===== config.mk =====
export PLATFORM = sky130hd
export DESIGN_NAME = cpu_addr_unit
export DESIGN_NICKNAME = d
export VERILOG_FILES = /design/src/rtl/cpu_addr_unit.sv
export SDC_FILE = /design/constraint.sdc
export NUM_CORES = 1
export LEC_CHECK = 0
export CELL_PAD_IN_SITES_DETAIL_PLACEMENT = 0
export CELL_PAD_IN_SITES_GLOBAL_PLACEMENT = 1
export CORE_AREA = 8 8 99 101
export CTS_CLUSTER_SIZE = 12
export DETAILED_ROUTE_END_ITERATION = 6
export DIE_AREA = 0 0 107 109
export HOLD_SLACK_MARGIN = 0.03
export PLACE_DENSITY = 0.8
export SYNTH_ARGS = -nofsm -noshare
export SYNTH_HDL_FRONTEND = slang
export SYNTH_SLANG_ARGS = --single-unit
export TNS_END_PERCENT = 10

===== constraint.sdc =====
create_clock -name clk -period 1.9 [get_ports clk]
set_input_delay 0.19 -clock clk [delete_from_list [all_inputs] [get_ports clk]]
set_output_delay 0.19 -clock clk [all_outputs]
set_load 0.01 [all_outputs]

===== src/rtl/cpu_addr_unit.sv =====
// Address/stack datapath behind the control FSM: owns PC, SP and the call-target latch,
// and drives the registered memory address, write strobe and write data.
module cpu_addr_unit #(
  parameter logic [7:0] PC_RESET    = 8'h00,
  parameter logic [7:0] SP_RESET    = 8'hFF,
  parameter logic [7:0] STACK_LIMIT = 8'h80
) (
  input  logic       clk,
  input  logic       reset_n,
  input  logic [7:0] state,
  input  logic [7:0] opcode,
  input  logic [7:0] bus_in,
  input  logic [7:0] reg_data,
  output logic [7:0] mem_addr,
  output logic       mem_we,
  output logic [7:0] mem_wdata,
  output logic [7:0] pc,
  output logic [7:0] sp,
  output logic       halted,
  output logic       stack_ovf,
  output logic       stack_unf
);

  localparam int unsigned W = 8;

  localparam logic [W-1:0] ST_FETCH_PC  = 8'h01;
  localparam logic [W-1:0] ST_HALT      = 8'h03;
  localparam logic [W-1:0] ST_JUMP      = 8'h04;
  localparam logic [W-1:0] ST_FETCH_SP  = 8'h0C;
  localparam logic [W-1:0] ST_PC_STORE  = 8'h0D;
  localparam logic [W-1:0] ST_TMP_JUMP  = 8'h0E;
  localparam logic [W-1:0] ST_RET       = 8'h0F;
  localparam logic [W-1:0] ST_INC_SP    = 8'h10;
  localparam logic [W-1:0] ST_REG_STORE = 8'h13;
  localparam logic [W-1:0] ST_SET_REG   = 8'h14;

  localparam logic [W-1:0] OP_CALL = 8'h01;
  localparam logic [W-1:0] OP_RET  = 8'h02;
  localparam logic [W-1:0] OP_PUSH = 8'h20;
  localparam logic [W-1:0] OP_POP  = 8'h28;

  logic [W-1:0] tmp;
  logic         inhibit;
  logic         push_like;
  logic         pop_like;

  // CALL pushes its return address exactly like PUSH; RET reads the stack like POP.
  assign push_like = (opcode == OP_PUSH) || (opcode == OP_CALL);
  assign pop_like  = (opcode == OP_POP)  || (opcode == OP_RET);

  always_ff @(posedge clk or negedge reset_n) begin
    if (!reset_n) begin
      pc        <= PC_RESET;
      sp        <= SP_RESET;
      tmp       <= '0;
      mem_addr  <= '0;
      mem_we    <= 1'b0;
      mem_wdata <= '0;
      halted    <= 1'b0;
      stack_ovf <= 1'b0;
      stack_unf <= 1'b0;
      inhibit   <= 1'b0;
    end else begin
      mem_we <= 1'b0;
      if (!halted) begin
        case (state)
          ST_FETCH_PC: begin
            mem_addr <= pc;
            pc       <= W'(pc + W'(1));
          end
          ST_JUMP: pc <= bus_in;
          ST_SET_REG: begin
            if (opcode == OP_CALL) tmp <= bus_in;
          end
          ST_FETCH_SP: begin
            if (push_like) begin
              mem_addr <= sp;
              // A push below the limit still presents the address but suppresses the write.
              if (sp >= STACK_LIMIT) begin
                sp      <= W'(sp - W'(1));
                inhibit <= 1'b0;
              end else begin
                stack_ovf <= 1'b1;
                inhibit   <= 1'b1;
              end
            end else if (pop_like) begin
              mem_addr <= sp;
            end
          end
          ST_INC_SP: begin
            if (sp != SP_RESET) sp <= W'(sp + W'(1));
            else                stack_unf <= 1'b1;
          end
          ST_REG_STORE: begin
            mem_wdata <= reg_data;
            mem_we    <= !inhibit;
          end
          ST_PC_STORE: begin
            mem_wdata <= pc;
            mem_we    <= !inhibit;
            pc        <= tmp;
          end
          ST_TMP_JUMP: pc <= tmp;
          ST_RET:      pc <= bus_in;
          ST_HALT:     halted <= 1'b1;
          default: ;
        endcase
      end
    end
  end

endmodule


==> flow_summary.yaml, run 1 <==
layout:
  antenna_cells: 0
  areaGrowthSynthToFinish_pct: 55.6
  drive_gt1_share_pct: 31.1
  post-route-util_pct: 48.8
  design_area_um2: 4090
  final_nets: 434
  final_common_cell: "clkdlybuf4s50_1"
  final_cell_mix: "clkdlybuf4s50_1 (59), buf_4 (58), dfrtp_1 (36)"
min_path:
  hold_class: "in2reg"
  hold_start: "state[0]"
die:
  die_w_um: 107
  ios: 70
  fp-row-count: 34
  die-area_um2: 11700
  core-area_um2: 8380
  die_h_um: 109
  start_util_pct: 31.4
timing:
  tightest_slew_ns: 0.517
  timing.final.ws_setup_ns: -0.134
  final-setup-viol-count: 4
  skew_ns: 0.00647
  drv_slew: 0
  fin_crit_sh_pct: 107
  timing.fmax_ghz: 0.492
  fin_crit_ns: 2.03
  relSlewSlack_pct: 65.5
  final_hold_viol_count: 0
  rsz0062_at_grt: "yes"
placed_design:
  io_buffers: 69
  dpl_cell_area_um2: 3910
  gp_congestion: 0.829
  place_hpwl_mm: 6.28
route:
  ant_nets: 0
  vias_per_cell: 5.06
  wl_mm: 8.13
  route.detailed.drc: 0
  drtIter0Drc: 87
  firstDrtPassIters: 4
  wire_per_inst_um: 16.3
  vias: 2529
power:
  power_density_nw_per_um2: 804
  peakVddDrop_v: 0.000345
  leakagePower_nw: 1.82
  power_mw: 3.29
cts:
  clk_latency_ns: 0.30
  numCtsBuffers: 5
  clock_path_buffers: 2
  clk_pin_slew_worst_paths_ns: 0.09
  cts-root-buf: "clkbuf_8"
  cts_tree: "built"
  htreeDepth: 2
  cts.sinks: 45
grt:
  grt_use_total_pct: 14.0
  grt_overflow: 0
  grt_max_degree: 26
  grt_pass1_vias: 2691
  antenna_found_initial: 0
  grt_pass1_wl_mm: 13.1
setup_path:
  startpoint_type: "input pin"
  cp_max_fo: 7
  crit_path_start: "state[3]"
  cp_cell_sequence: "buf_6 -> or4_4 -> nor2_8 -> inv_6 -> ha_4 -> and2_4 -> a31oi_4 -> nor2_4 -> o31ai_2 -> xnor2_1 -> mux2_4"
  end_kind: "flop"
  required_ns: 2.13
  crit_path_max_incr_delay_ns: 0.57
  slowest_stage: "or4_4"
  r2r-start: "sp[3]$_DFFE_PN1P_"
  crit_type: "in2reg"
  crit_arrival_ns: 2.26
logic_synthesis:
  netlist_area_um2: 2630
  ys_types: 50
  synth_edf_count: 0
  ys_warn_count: 0
  synth_cells: 264
  ys_ff_latch: 45
  ys_seq_area_share_pct: 43.2
  synth_fp_nets: 306
  synthArstFlopShare_pct: 100
  syn_avg_cell_area_um2: 9.96
  ys.flop_type: "dfrtp_1"
status:
  outcome: "complete, but fails checks"
  violations: "negative setup slack"
job:
  drv_cap: 0
==> worst max-delay path, delay by kind of cell <==
kind                       cells  cell delay [ns]
and+or+nand+nor                4             0.93
AOI/OAI and AO/OA              2             0.38
muxes                          1             0.27
adders and majority gates      1             0.23
buffers and inverters          2             0.15
xor gates and xnor gates       1             0.10
==> report_power, final <==
group	total [mW]	switching, mW	internal (mW)
Sequential	1.30	0.177	1.12
Clock	0.713	0.330	0.383
Combinational	1.28	0.565	0.711
==> per-stage QoR <==
step           std cells  TNS, ns  hold WS [ns]  worst slack [ns]
2_1_floorplan        264    -1.85        -0.106            -0.505
3_3_place_gp         490   -14.04         0.181            -0.820
3_5_place_dp         490   -14.40         0.192            -0.843
4_1_cts              499   -0.404         0.323            -0.200
5_1_grt              500   -0.727         0.350            -0.186
6_report             500   -0.248         0.317            -0.134
==> area by class of cell <==
type                            instances  area (µm²)
Fill cell                             791        4290
Multi-Input combinational cell        205        1530
Timing Repair Buffer                  131        1170
Sequential cell                        45        1140
Tap cell                              108         135
Clock buffer                            5        68.8
Clock inverter                          2        35.0
Inverter                                4        20.0
==> cells in the mapped netlist (all sizes together) (2+ instances only) <==
| master | instances | area (µm²) |
|---|---|---|
| dfrtp | 37 | 926 |
| a21oi | 33 | 176 |
| nor2 | 33 | 140 |
| mux2i | 15 | 150 |
| o21ai | 13 | 68.8 |
| nand2 | 12 | 45.0 |
| nand3 | 11 | 55.1 |
| mux2 | 10 | 113 |
| dfstp | 8 | 210 |
| ha | 8 | 100 |
| buf | 6 | 38.8 |
| xnor2 | 6 | 52.6 |
| xor2 | 6 | 52.6 |
| nand4 | 5 | 31.3 |
| nor3b | 5 | 42.5 |
| a21o | 4 | 30.0 |
| a222oi | 4 | 40.0 |
| a31oi | 4 | 25.0 |
| and3 | 4 | 25.0 |
| clkbuf | 4 | 15.0 |
| inv | 4 | 15.0 |
| nor4 | 4 | 37.5 |
| a221o | 3 | 30.0 |
| a22o | 3 | 26.3 |
| a221oi | 2 | 17.5 |
| nor2b | 2 | 12.5 |
| nor4b | 2 | 17.5 |
| or3 | 2 | 12.5 |
| or4 | 2 | 18.8 |
==> registers in the layout, summed over array words and instances (netlist names) <==
register / flops
mem_addr: 8
mem_wdata: 8
pc: 8
sp: 8
tmp: 8
halted: 1
inhibit: 1
mem_we: 1
stack_ovf: 1
stack_unf: 1
==> cells by family after synthesis <==
family	after synthesis	synth area share (%)
and+or+nand+nor	88	18.5
AOI/OAI and AO/OA	72	17.8
DFF	45	43.2
muxes	25	10.0
buffers and inverters	14	2.62
xor gates and xnor gates	12	4.00
adders and majority gates	8	3.81
==> metal layers <==
layer	wire length, µm	GRT usage, %	up-vias
li1	-	-	1246
met1	3410	16.2	1224
met2	4180	25.0	49
met3	428	3.78	10
met4	104	3.62	0
met5	0	0	-
==> worst paths after layout <==
path / to / slack (ns) / cells past startpoint
min in group asynchronous: mem_wdata[4]$_DFFE_PN0P_ / 0.39 / 2
min reg2reg: mem_we$_DFF_PN0_ / 0.44 / 1
max reg2reg: sp[5]$_DFFE_PN1P_ / 0.04 / 7
max in group asynchronous: sp[7]$_DFFE_PN1P_ / 0.91 / 3
min: halted$_DFF_PN0_ / 0.32 / 3
max: sp[5]$_DFFE_PN1P_ / -0.13 / 11
==> what timing repair did <==
action                                 4_1_cts  5_1_grt
setup endpoints to repair                   18        6
pin swaps                                   11        7
gates resized for setup                     39       14
hold buffers                                 1        0
setup buffers                                1        1
endpoints found under the hold margin       13        0
cloned                                       0        0
No activity file was read; power rests on OpenSTA's default activity.
==> run 2: changes to the inputs <==
CTS_CLUSTER_SIZE = not set   (was 12)
==> results of run 2 <==
No change in the layout: final DEF, timing and power equal those of run 1.
==> variant, RTL diff (config.mk and constraints of run 1) <==
Reset style: synchronous (`reset_n`), changed in one clocked block.
--- a/src/rtl/cpu_addr_unit.sv
+++ b/src/rtl/cpu_addr_unit.sv
@@ -48,7 +48,7 @@
   assign push_like = (opcode == OP_PUSH) || (opcode == OP_CALL);
   assign pop_like  = (opcode == OP_POP)  || (opcode == OP_RET);
 
-  always_ff @(posedge clk or negedge reset_n) begin
+  always_ff @(posedge clk) begin
     if (!reset_n) begin
       pc        <= PC_RESET;
       sp        <= SP_RESET;
Behaviour: differs if reset_n is asserted again (counterexample within 4 cycles, from zero or initial values and one cycle with reset_n low); with reset_n held inactive, the same outputs for 10 cycles.
==> variant against run 1 <==
The flow still finishes with violations (setup timing); core utilization is 3.8 points higher; sequential cell count stayed put; non-clock buffer count is 23 higher; cell area is 7.8% higher; wire length is 14% higher; area after synthesis is 6.6% higher; setup slack worse by 0.096 ns; synthesized cell count is 16% higher; first-iteration DRC count stayed put; sequential share of layout area is 7.3 points lower; clock skew is 0.0014 ns lower.
Power is not compared: it rests on default switching activity, and its combinational part moved more than twofold at a synthesized area within 25%.
==> variant: results (changes against run 1) <==
outcome: "complete, but fails checks"
violations: "setup timing"
cts-resized-gates: 53  # +36%
ys_seq_area_share_pct: 32.2  # -11 points
ys_top_cells_by_count: "45 x dfxtp_1, 34 x nand2_1, 24 x mux2i_1, 19 x o211a_1, 17 x nor2b_1"
r2r_cells: 6  # -1
route.detailed.wl_per_inst_um: 16.5  # +1.7%
fin_setup_tns_ns: -0.340  # -0.0921 ns
mappedNetlistNets: 349  # +14%
max_stage_delay_ns: 0.40  # -0.17 ns
avgSynthCellArea_sq_um: 9.13  # -8.4%
vias_per_cell: 5.18  # +2.5%
final_nets: 494  # +14%
max-slew-margin-rel_pct: 76.4  # +11 points
m1WireLength_mm: 4.38  # +28%
gp_congestion: 0.876  # +5.6%
dpl.cell_count: 543  # +11%
drive_gt1_share_pct: 29.6  # -1.5 points
dpl_cell_area_sq_um: 4140  # +5.8%
setup-violations-final: 2  # -2
synthArstFlopShare_pct: 0  # -100 points
min_path_cells: 4  # +1
r2r-end: "sp[7]"
syn_area_sq_um: 2800  # +6.6%
finClkSkew_ns: 0.00510  # -0.00137 ns
critPathLaunch: "state[5]"
grt_pass1_wl_mm: 15.3  # +17%
holdWs_ns: 0.388  # +0.0703 ns
ys_types: 62  # +24%
hold_buffers: 0  # -1
postCtsSetupBuffers: 8  # +7
worstPathMaxFanout: 5  # -2
first_global_vias: 3024  # +12%
slowest_stage: "or4_1"
grt_util_met2_pct: 26.1  # +1.0 points
setup_ws_ns: -0.230  # -0.0962 ns
final_cells: 560  # +12%
met2WireLength_mm: 4.17  # -0.38%
grt_max_degree: 19  # -27%
use_met3_pct: 4.08  # +0.30 points
r2r_slack_ns: -0.04  # -0.08 ns
hold_end: "halted"
synthTopCellsByArea: "dfxtp_1 32%, mux2i_1 8.6%, o211a_1 6.8%, nand2_1 4.6%, nor2b_1 3.8%"
r2r-start: "sp[5]"
==> variant: cell types whose count changed after synthesis, moves of 5 or more <==
cell     delta
dfxtp_1    +45
dfrtp_1    -37
nor2_1     -24
nand2_1    +22
a21oi_1    -19
o211a_1    +19
nor2b_1    +15
mux2_2     -10
mux2i_1     +9
dfstp_2     -8
a22oi_1     +5
==> variant: logic make-up (layout without fill, tap and decap cells) <==
group | count (synthesis) | in the layout | synth area share (%)
compound gates | 81 | 81 | 23.7
xor+xnor | 8 | 8 | 2.50
fa+ha+maj | 8 | 8 | 3.57
buf+inv | 19 | 163 | 3.48
flops | 45 | 45 | 32.2
mux | 25 | 25 | 8.98
simple gates | 121 | 122 | 25.6
==> variant: cell type report <==
class | instances | area, sq um
clock buffers | 5 | 68.8
clock inverters | 2 | 35.0
inverters | 2 | 7.51
well taps | 108 | 135
fillers | 808 | 3970
flip-flops and latches | 45 | 902
multi-input cells | 244 | 1910
repair buffers | 154 | 1350
